==> config.mk <==
export PLATFORM = sky130hd
export DESIGN_NAME = uart_tx
export DESIGN_NICKNAME = d
export VERILOG_FILES = /design/src/rtl/uart_tx.sv
export SDC_FILE = /design/constraint.sdc
export NUM_CORES = 1
export LEC_CHECK = 0
export ABC_AREA = 1
export BUFFER_PORTS_ARGS = -buffer_cell sky130_fd_sc_hd__clkbuf_2
export CELL_PAD_IN_SITES_DETAIL_PLACEMENT = 1
export CELL_PAD_IN_SITES_GLOBAL_PLACEMENT = 2
export CORE_MARGIN = 5
export CORE_UTILIZATION = 35
export CTS_BUF_LIST = sky130_fd_sc_hd__clkbuf_4
export DETAILED_ROUTE_END_ITERATION = 8
export GPL_ROUTABILITY_DRIVEN = 0
export HOLD_SLACK_MARGIN = 0.12
export PLACE_DENSITY = 0.83
export SKIP_LAST_GASP = 1
export SLEW_MARGIN = 20
export SYNTH_ARGS = -nofsm -noshare
export SYNTH_HDL_FRONTEND = slang
export SYNTH_SLANG_ARGS = --single-unit
==> constraint.sdc <==
create_clock -name clk -period 1.45 [get_ports clk]
set_input_delay 0.29 -clock clk [delete_from_list [all_inputs] [get_ports clk]]
set_output_delay 0.29 -clock clk [all_outputs]
set_load 0.02 [all_outputs]
==> src/rtl/uart_tx.sv <==
// uart_tx: 8N1 serial transmitter (8 data bits + optional parity), LSB first.
// Latency: start accepted on edge t0 drives the start bit and busy from t0; busy falls at t0 + 10*CLKS_PER_BIT (11*CLKS_PER_BIT with parity).
// Backpressure: none; start is dropped while busy, the producer must wait for busy=0 (IDLE accepts on the first edge after busy falls).
//
// Ports:
//   clk      rising-edge system clock
//   rst_n    asynchronous active-low reset; aborts any frame in flight, tx returns high
//   start    one-cycle send request, honoured only in IDLE
//   in_data  byte to send, captured on the accepting edge only
//   busy     registered, high while a frame is on the line
//   tx       registered serial output, idles high
//
// Optional feature: define UART_TX_PARITY_EN to insert a parity bit after data
// bit 7 (even parity when PARITY_ODD=0, odd when PARITY_ODD=1). Without the
// macro the frame is plain 8N1 and PARITY_ODD has no effect.
module uart_tx #(
  parameter int CLKS_PER_BIT = 16,
  parameter int PARITY_ODD   = 0
) (
  input  logic       clk,
  input  logic       rst_n,
  input  logic       start,
  input  logic [7:0] in_data,
  output logic       busy,
  output logic       tx
);

  localparam int CW = $clog2(CLKS_PER_BIT);

  // Reject configurations the bit timing cannot honour.
  if (CLKS_PER_BIT < 2 || PARITY_ODD < 0 || PARITY_ODD > 1) begin : g_param_check
    $error("uart_tx: CLKS_PER_BIT must be >= 2 and PARITY_ODD must be 0 or 1");
  end

  typedef enum logic [2:0] {
    S_IDLE   = 3'd0,
    S_START  = 3'd1,
    S_DATA   = 3'd2,
    S_PARITY = 3'd3,
    S_STOP   = 3'd4
  } state_t;

  state_t          state;
  logic [CW-1:0]   baud_cnt;
  logic [2:0]      bit_idx;
  logic [7:0]      shift_reg;
  logic            baud_done;
`ifdef UART_TX_PARITY_EN
  logic            parity_bit;
`endif

  // Terminal count of the current bit period.
  always_comb begin
    baud_done = (baud_cnt == CW'(CLKS_PER_BIT - 1));
  end

  // Each state holds tx for CLKS_PER_BIT cycles; on the terminal edge the next
  // bit value is registered onto tx directly so bit periods stay exact.
  always_ff @(posedge clk or negedge rst_n) begin
    if (!rst_n) begin
      state      <= S_IDLE;
      tx         <= 1'b1;
      busy       <= 1'b0;
      baud_cnt   <= '0;
      bit_idx    <= '0;
      shift_reg  <= '0;
`ifdef UART_TX_PARITY_EN
      parity_bit <= 1'b0;
`endif
    end else begin
      case (state)
        S_IDLE: begin
          if (start) begin
            shift_reg  <= in_data;
`ifdef UART_TX_PARITY_EN
            parity_bit <= (^in_data) ^ PARITY_ODD[0];
`endif
            baud_cnt   <= '0;
            bit_idx    <= '0;
            tx         <= 1'b0;
            busy       <= 1'b1;
            state      <= S_START;
          end
        end

        S_START: begin
          if (baud_done) begin
            baud_cnt <= '0;
            tx       <= shift_reg[0];
            state    <= S_DATA;
          end else begin
            baud_cnt <= baud_cnt + CW'(1);
          end
        end

        S_DATA: begin
          if (baud_done) begin
            baud_cnt  <= '0;
            // shift_reg[0] is the bit now on the line; [1] is the next one.
            shift_reg <= {1'b0, shift_reg[7:1]};
            if (bit_idx == 3'd7) begin
`ifdef UART_TX_PARITY_EN
              tx    <= parity_bit;
              state <= S_PARITY;
`else
              tx    <= 1'b1;
              state <= S_STOP;
`endif
            end else begin
              bit_idx <= bit_idx + 3'd1;
              tx      <= shift_reg[1];
            end
          end else begin
            baud_cnt <= baud_cnt + CW'(1);
          end
        end

`ifdef UART_TX_PARITY_EN
        S_PARITY: begin
          if (baud_done) begin
            baud_cnt <= '0;
            tx       <= 1'b1;
            state    <= S_STOP;
          end else begin
            baud_cnt <= baud_cnt + CW'(1);
          end
        end
`endif

        S_STOP: begin
          if (baud_done) begin
            baud_cnt <= '0;
            bit_idx  <= '0;
            tx       <= 1'b1;
            busy     <= 1'b0;
            state    <= S_IDLE;
          end else begin
            baud_cnt <= baud_cnt + CW'(1);
          end
        end

        default: begin
          baud_cnt <= '0;
          bit_idx  <= '0;
          tx       <= 1'b1;
          busy     <= 1'b0;
          state    <= S_IDLE;
        end
      endcase
    end
  end

endmodule

==> impl_results.html <==
<table>
<tr><th>Metric</th><th>Value</th></tr>
<tr><th colspan="2">STA</th></tr>
<tr><td>Final hold slack</td><td>218 ps</td></tr>
<tr><td>Final worst clock skew</td><td>3.37 ps</td></tr>
<tr><td>Post-route minimum period</td><td>1390 ps</td></tr>
<tr><td>Sum of negative setup slack</td><td>0 ps</td></tr>
<tr><td>Final hold violation count</td><td>0</td></tr>
<tr><td>Final setup fails</td><td>0</td></tr>
<tr><td>Slew at the pin with the worst max-slew slack</td><td>525 ps</td></tr>
<tr><td>RSZ-0062 raised after global routing</td><td>yes</td></tr>
<tr><td>Period utilization</td><td>95.6%</td></tr>
<tr><td>Peak Freq</td><td>0.721 GHz</td></tr>
<tr><td>Fin. max-slew vios</td><td>0</td></tr>
<tr><td>Slew headroom</td><td>65.0%</td></tr>
<tr><th colspan="2">GRT</th></tr>
<tr><td>Global-route wire length before repair</td><td>4980 um</td></tr>
<tr><td>Remaining global-route overflow</td><td>0</td></tr>
<tr><td>Gr usage total</td><td>14.5%</td></tr>
<tr><td>Pin count of the biggest net entering global routing</td><td>21</td></tr>
<tr><td>Vias in the first global route</td><td>1110</td></tr>
<tr><td>Antenna violations before repair</td><td>0</td></tr>
<tr><th colspan="2">Yosys</th></tr>
<tr><td>Yosys top cell area share</td><td>42.8%</td></tr>
<tr><td>Post-synthesis area per instance</td><td>8.16 um^2</td></tr>
<tr><td>Post-Syn Area</td><td>0.00111 mm^2</td></tr>
<tr><td>Number of synthesized flops with an enable pin</td><td>0</td></tr>
<tr><td>Share of the synthesized area in compound gates (AO/OA/AOI/OAI)</td><td>12.2%</td></tr>
<tr><td>Synthesized netlist cell count</td><td>136</td></tr>
<tr><td>Most numerous cell in the Yosys netlist</td><td>sky130_fd_sc_hd__nand2_1</td></tr>
<tr><td>Number of warning messages in the yosys log</td><td>0</td></tr>
<tr><td>Commonest register cell after synthesis</td><td>sky130_fd_sc_hd__dfrtp_1</td></tr>
<tr><td>Post-synthesis async set-or-reset flop share</td><td>100%</td></tr>
<tr><td>Combinational family with the most area after synthesis</td><td>simple AND/OR/NAND/NOR gates</td></tr>
<tr><td>Net count after synthesis</td><td>150</td></tr>
<tr><td>Share of synthesized cell area in full adder, half adder and majority cells</td><td>3.38%</td></tr>
<tr><td>Yosys cell types</td><td>25</td></tr>
<tr><td>Xor-xnor portion of the synthesized cell area</td><td>0.789%</td></tr>
<tr><td>Top post-synthesis cells by area</td><td>sky130_fd_sc_hd__dfrtp_1, sky130_fd_sc_hd__nand2_1, sky130_fd_sc_hd__o21ai_0</td></tr>
<tr><td>FF+latch count, synth</td><td>20</td></tr>
<tr><td>Mux contribution to synthesized area</td><td>0%</td></tr>
<tr><td>Library cell with the largest summed area after synthesis</td><td>sky130_fd_sc_hd__dfrtp_1</td></tr>
<tr><td>Commonest cells in the synthesized netlist</td><td>sky130_fd_sc_hd__nand2_1, sky130_fd_sc_hd__dfrtp_1, sky130_fd_sc_hd__o21ai_0</td></tr>
<tr><td>Sequential share of the synthesized area</td><td>45.2%</td></tr>
<tr><td>Area fraction in and, or, nand and nor cells after synthesis</td><td>31.7%</td></tr>
<tr><th colspan="2">Cells and area</th></tr>
<tr><td>Area added between synthesis and finish</td><td>28.1%</td></tr>
<tr><td>Number of diodes</td><td>0</td></tr>
<tr><td>Largest register FFs</td><td>8</td></tr>
<tr><td>FF/Latch Area</td><td>503 um^2</td></tr>
<tr><td>Area used by multi-input combinational logic</td><td>594 um^2</td></tr>
<tr><td>Share of the core filled with cells in the final layout</td><td>46.6%</td></tr>
<tr><td>Post-route standard cell area excluding fillers</td><td>0.00142 mm^2</td></tr>
<tr><td>Share of post-route cells with drive strength above 1</td><td>33.5%</td></tr>
<tr><td>Number of filler instances in the final layout</td><td>386</td></tr>
<tr><td>Nets@finish</td><td>182</td></tr>
<tr><th colspan="2">Route</th></tr>
<tr><td>Vias per std cell</td><td>4.72</td></tr>
<tr><td>Number of design-rule violations left by the first detailed-router iteration</td><td>15</td></tr>
<tr><td>Detailed-router iteration count before antenna repair</td><td>4</td></tr>
<tr><td>Total Wirelength</td><td>2760 um</td></tr>
<tr><td>Routed length per instance</td><td>13.1 um</td></tr>
<tr><td>Residual DRC count</td><td>0</td></tr>
<tr><td>Final antenna-violating net count</td><td>0</td></tr>
<tr><td>Count of vias placed by the detailed router</td><td>995</td></tr>
<tr><th colspan="2">Outcome</th></tr>
<tr><td>Result of the run</td><td>completed</td></tr>
<tr><th colspan="2">Clocking</th></tr>
<tr><td>Post-CTS clock slew at the launch and capture registers of the worst setup and hold paths</td><td>120 ps</td></tr>
<tr><td>Number of H-tree levels</td><td>1</td></tr>
<tr><td>TritonCTS clock tree</td><td>yes</td></tr>
<tr><td>TritonCTS Buffers</td><td>3</td></tr>
<tr><td>Clk Latency, worst-skew pair</td><td>300 ps</td></tr>
<tr><td>Sinks on Clock Net</td><td>20</td></tr>
<tr><td>Clock Tree Buf Depth</td><td>2</td></tr>
<tr><td>Library cell used as clock root buffer</td><td>sky130_fd_sc_hd__clkbuf_4</td></tr>
<tr><th colspan="2">Pwr</th></tr>
<tr><td>Largest voltage drop on the vdd net</td><td>0.827 mV</td></tr>
<tr><td>Overall power of the completed layout</td><td>3.03 mW</td></tr>
<tr><td>Internal Power</td><td>1.63 mW</td></tr>
<tr><td>PwrDens</td><td>2130 mW/mm^2</td></tr>
<tr><td>P_sw</td><td>1.40 mW</td></tr>
<tr><td>Reported leakage power</td><td>0.726 nW</td></tr>
<tr><td>Part of the total power dissipated in sequential elements</td><td>32.0%</td></tr>
<tr><td>Share of total power in combinational logic</td><td>58.9%</td></tr>
<tr><td>Clock share of power</td><td>9.1%</td></tr>
<tr><td>Switching Share</td><td>46.1%</td></tr>
<tr><th colspan="2">Worst setup path</th></tr>
<tr><td>Worst setup path category</td><td>flop to flop</td></tr>
<tr><td>Nature of the critical path endpoint</td><td>flop</td></tr>
<tr><td>Arrival time at the worst endpoint</td><td>1580 ps</td></tr>
<tr><td>Worst Path Max Fanout</td><td>16</td></tr>
<tr><td>Worst path required time</td><td>1640 ps</td></tr>
<tr><td>Setup crit start kind</td><td>flop</td></tr>
<tr><th colspan="2">Floorplan</th></tr>
<tr><td>Vertical die dimension</td><td>66.3 um</td></tr>
<tr><td>Cell Rows</td><td>20</td></tr>
<tr><td>Die area</td><td>0.00440 mm^2</td></tr>
<tr><td>Effective utilization at floorplan</td><td>36.4%</td></tr>
<tr><td>Core ar.</td><td>0.00305 mm^2</td></tr>
<tr><td>I/O pin count</td><td>13</td></tr>
<tr><td>Horiz. Die Dim</td><td>66.3 um</td></tr>
<tr><th colspan="2">Placement</th></tr>
<tr><td>Post-placement cell area</td><td>0.00128 mm^2</td></tr>
<tr><td>Quantity of I/O buffers inserted on ports</td><td>12</td></tr>
<tr><td>Total half-perimeter wirelength after legalization and detailed placement</td><td>2060 um</td></tr>
<tr><th colspan="2">Min path</th></tr>
<tr><td>Worst hold path class</td><td>primary input to flop</td></tr>
<tr><th colspan="2">Flow run</th></tr>
<tr><td>Number of maximum-capacitance violations</td><td>0</td></tr>
</table>
[path summary, 6_finish.rpt]
path / from / slack [ps] / end / cells after the start
max: state[2]$_DFFE_PN0P_ / 60 / shift_reg[5]$_DFFE_PN0P_ / 7
min: in_data[7] / 220 / shift_reg[7]$_DFFE_PN0P_ / 3
max reg2reg: state[2]$_DFFE_PN0P_ / 60 / shift_reg[5]$_DFFE_PN0P_ / 7
min reg2reg: bit_idx[2]$_DFFE_PN0P_ / 500 / bit_idx[2]$_DFFE_PN0P_ / 2
max in group asynchronous: rst_n / 590 / state[1]$_DFFE_PN0P_ / 2
min in group asynchronous: rst_n / 480 / state[0]$_DFFE_PN0P_ / 2
[logic make-up (layout without fill, tap and decap cells)]
logic type      after synthesis  count (layout)
simple gates                 73              73
compound gates               24              24
flops                        20              20
buf+inv                      15              46
fa+ha+maj                     3               3
xor+xnor                      1               1
[per-stage QoR]
stage,instances,setup WS [ps]
after detailed placement,200,-67.6
after global routing,211,-13.3
after global placement,200,32.6
after CTS,208,13.5
final,211,63.3
after floorplan,136,113
[power by group through the flow]
stage	Combinational (mW)	Sequential, mW	Clock [mW]
6_report	1.78	0.969	0.276
5_1_grt	2.04	1.00	0.314
4_1_cts	1.69	0.950	0.290
3_5_place_dp	1.60	0.967	0
3_3_place_gp	1.52	0.948	0
2_1_floorplan	1.14	0.965	0
[layout make-up]
| class | instances | share of cell area (%) |
|---|---|---|
| Multi-Input combinational cell | 101 | 41.8 |
| Sequential cell | 20 | 35.4 |
| Timing Repair Buffer | 30 | 13.9 |
| Tap cell | 44 | 3.87 |
| Inverter | 12 | 3.17 |
| Clock buffer | 3 | 1.58 |
| Clock inverter | 1 | 0.264 |
[metal layers]
| layer | routed length (um) | track usage, % |
|---|---|---|
| met2 | 1440 | 26.8 |
| met5 | 0 | 0 |
| met3 | 97 | 3.57 |
| met1 | 1210 | 17.1 |
| met4 | 12 | 2.28 |
[critical path: stages, from the launching register on]
cell	delay, ps
sky130_fd_sc_hd__dfrtp_1	410
sky130_fd_sc_hd__buf_4	160
sky130_fd_sc_hd__nor2_4	140
sky130_fd_sc_hd__nand2_1	90
sky130_fd_sc_hd__nand2_1	110
sky130_fd_sc_hd__nand3_4	170
sky130_fd_sc_hd__nand2_1	110
sky130_fd_sc_hd__o21ai_0	70
[cell usage in the layout, fill, tap and decap left out, types with 2 or more instances in the layout]
master,Yosys,final
sky130_fd_sc_hd__o21ai_0,14,14
sky130_fd_sc_hd__buf_4,1,17
sky130_fd_sc_hd__nand3_1,12,10
sky130_fd_sc_hd__nor2_1,7,7
sky130_fd_sc_hd__or2_1,3,3
sky130_fd_sc_hd__nand3_4,1,3
sky130_fd_sc_hd__clkbuf_2,0,12
sky130_fd_sc_hd__nand2_2,3,3
sky130_fd_sc_hd__o21ai_1,5,5
sky130_fd_sc_hd__dfrtp_1,19,18
sky130_fd_sc_hd__a21oi_1,3,3
sky130_fd_sc_hd__inv_2,5,5
sky130_fd_sc_hd__inv_1,7,7
sky130_fd_sc_hd__or2_2,3,3
sky130_fd_sc_hd__clkbuf_4,0,3
sky130_fd_sc_hd__nor2_4,1,2
sky130_fd_sc_hd__nand2_1,39,38
[what timing repair did]
| item | in CTS | in global routing |
|---|---|---|
| endpoints found under the hold margin | 19 | 0 |
| endpoints found under the setup margin | 15 | 14 |
| pin swaps | 1 | 3 |
| buffers inserted | 3 | 3 |
| gates resized for setup | 4 | 8 |
| hold buffers | 1 | 0 |
(Power assumes the default switching activity.)
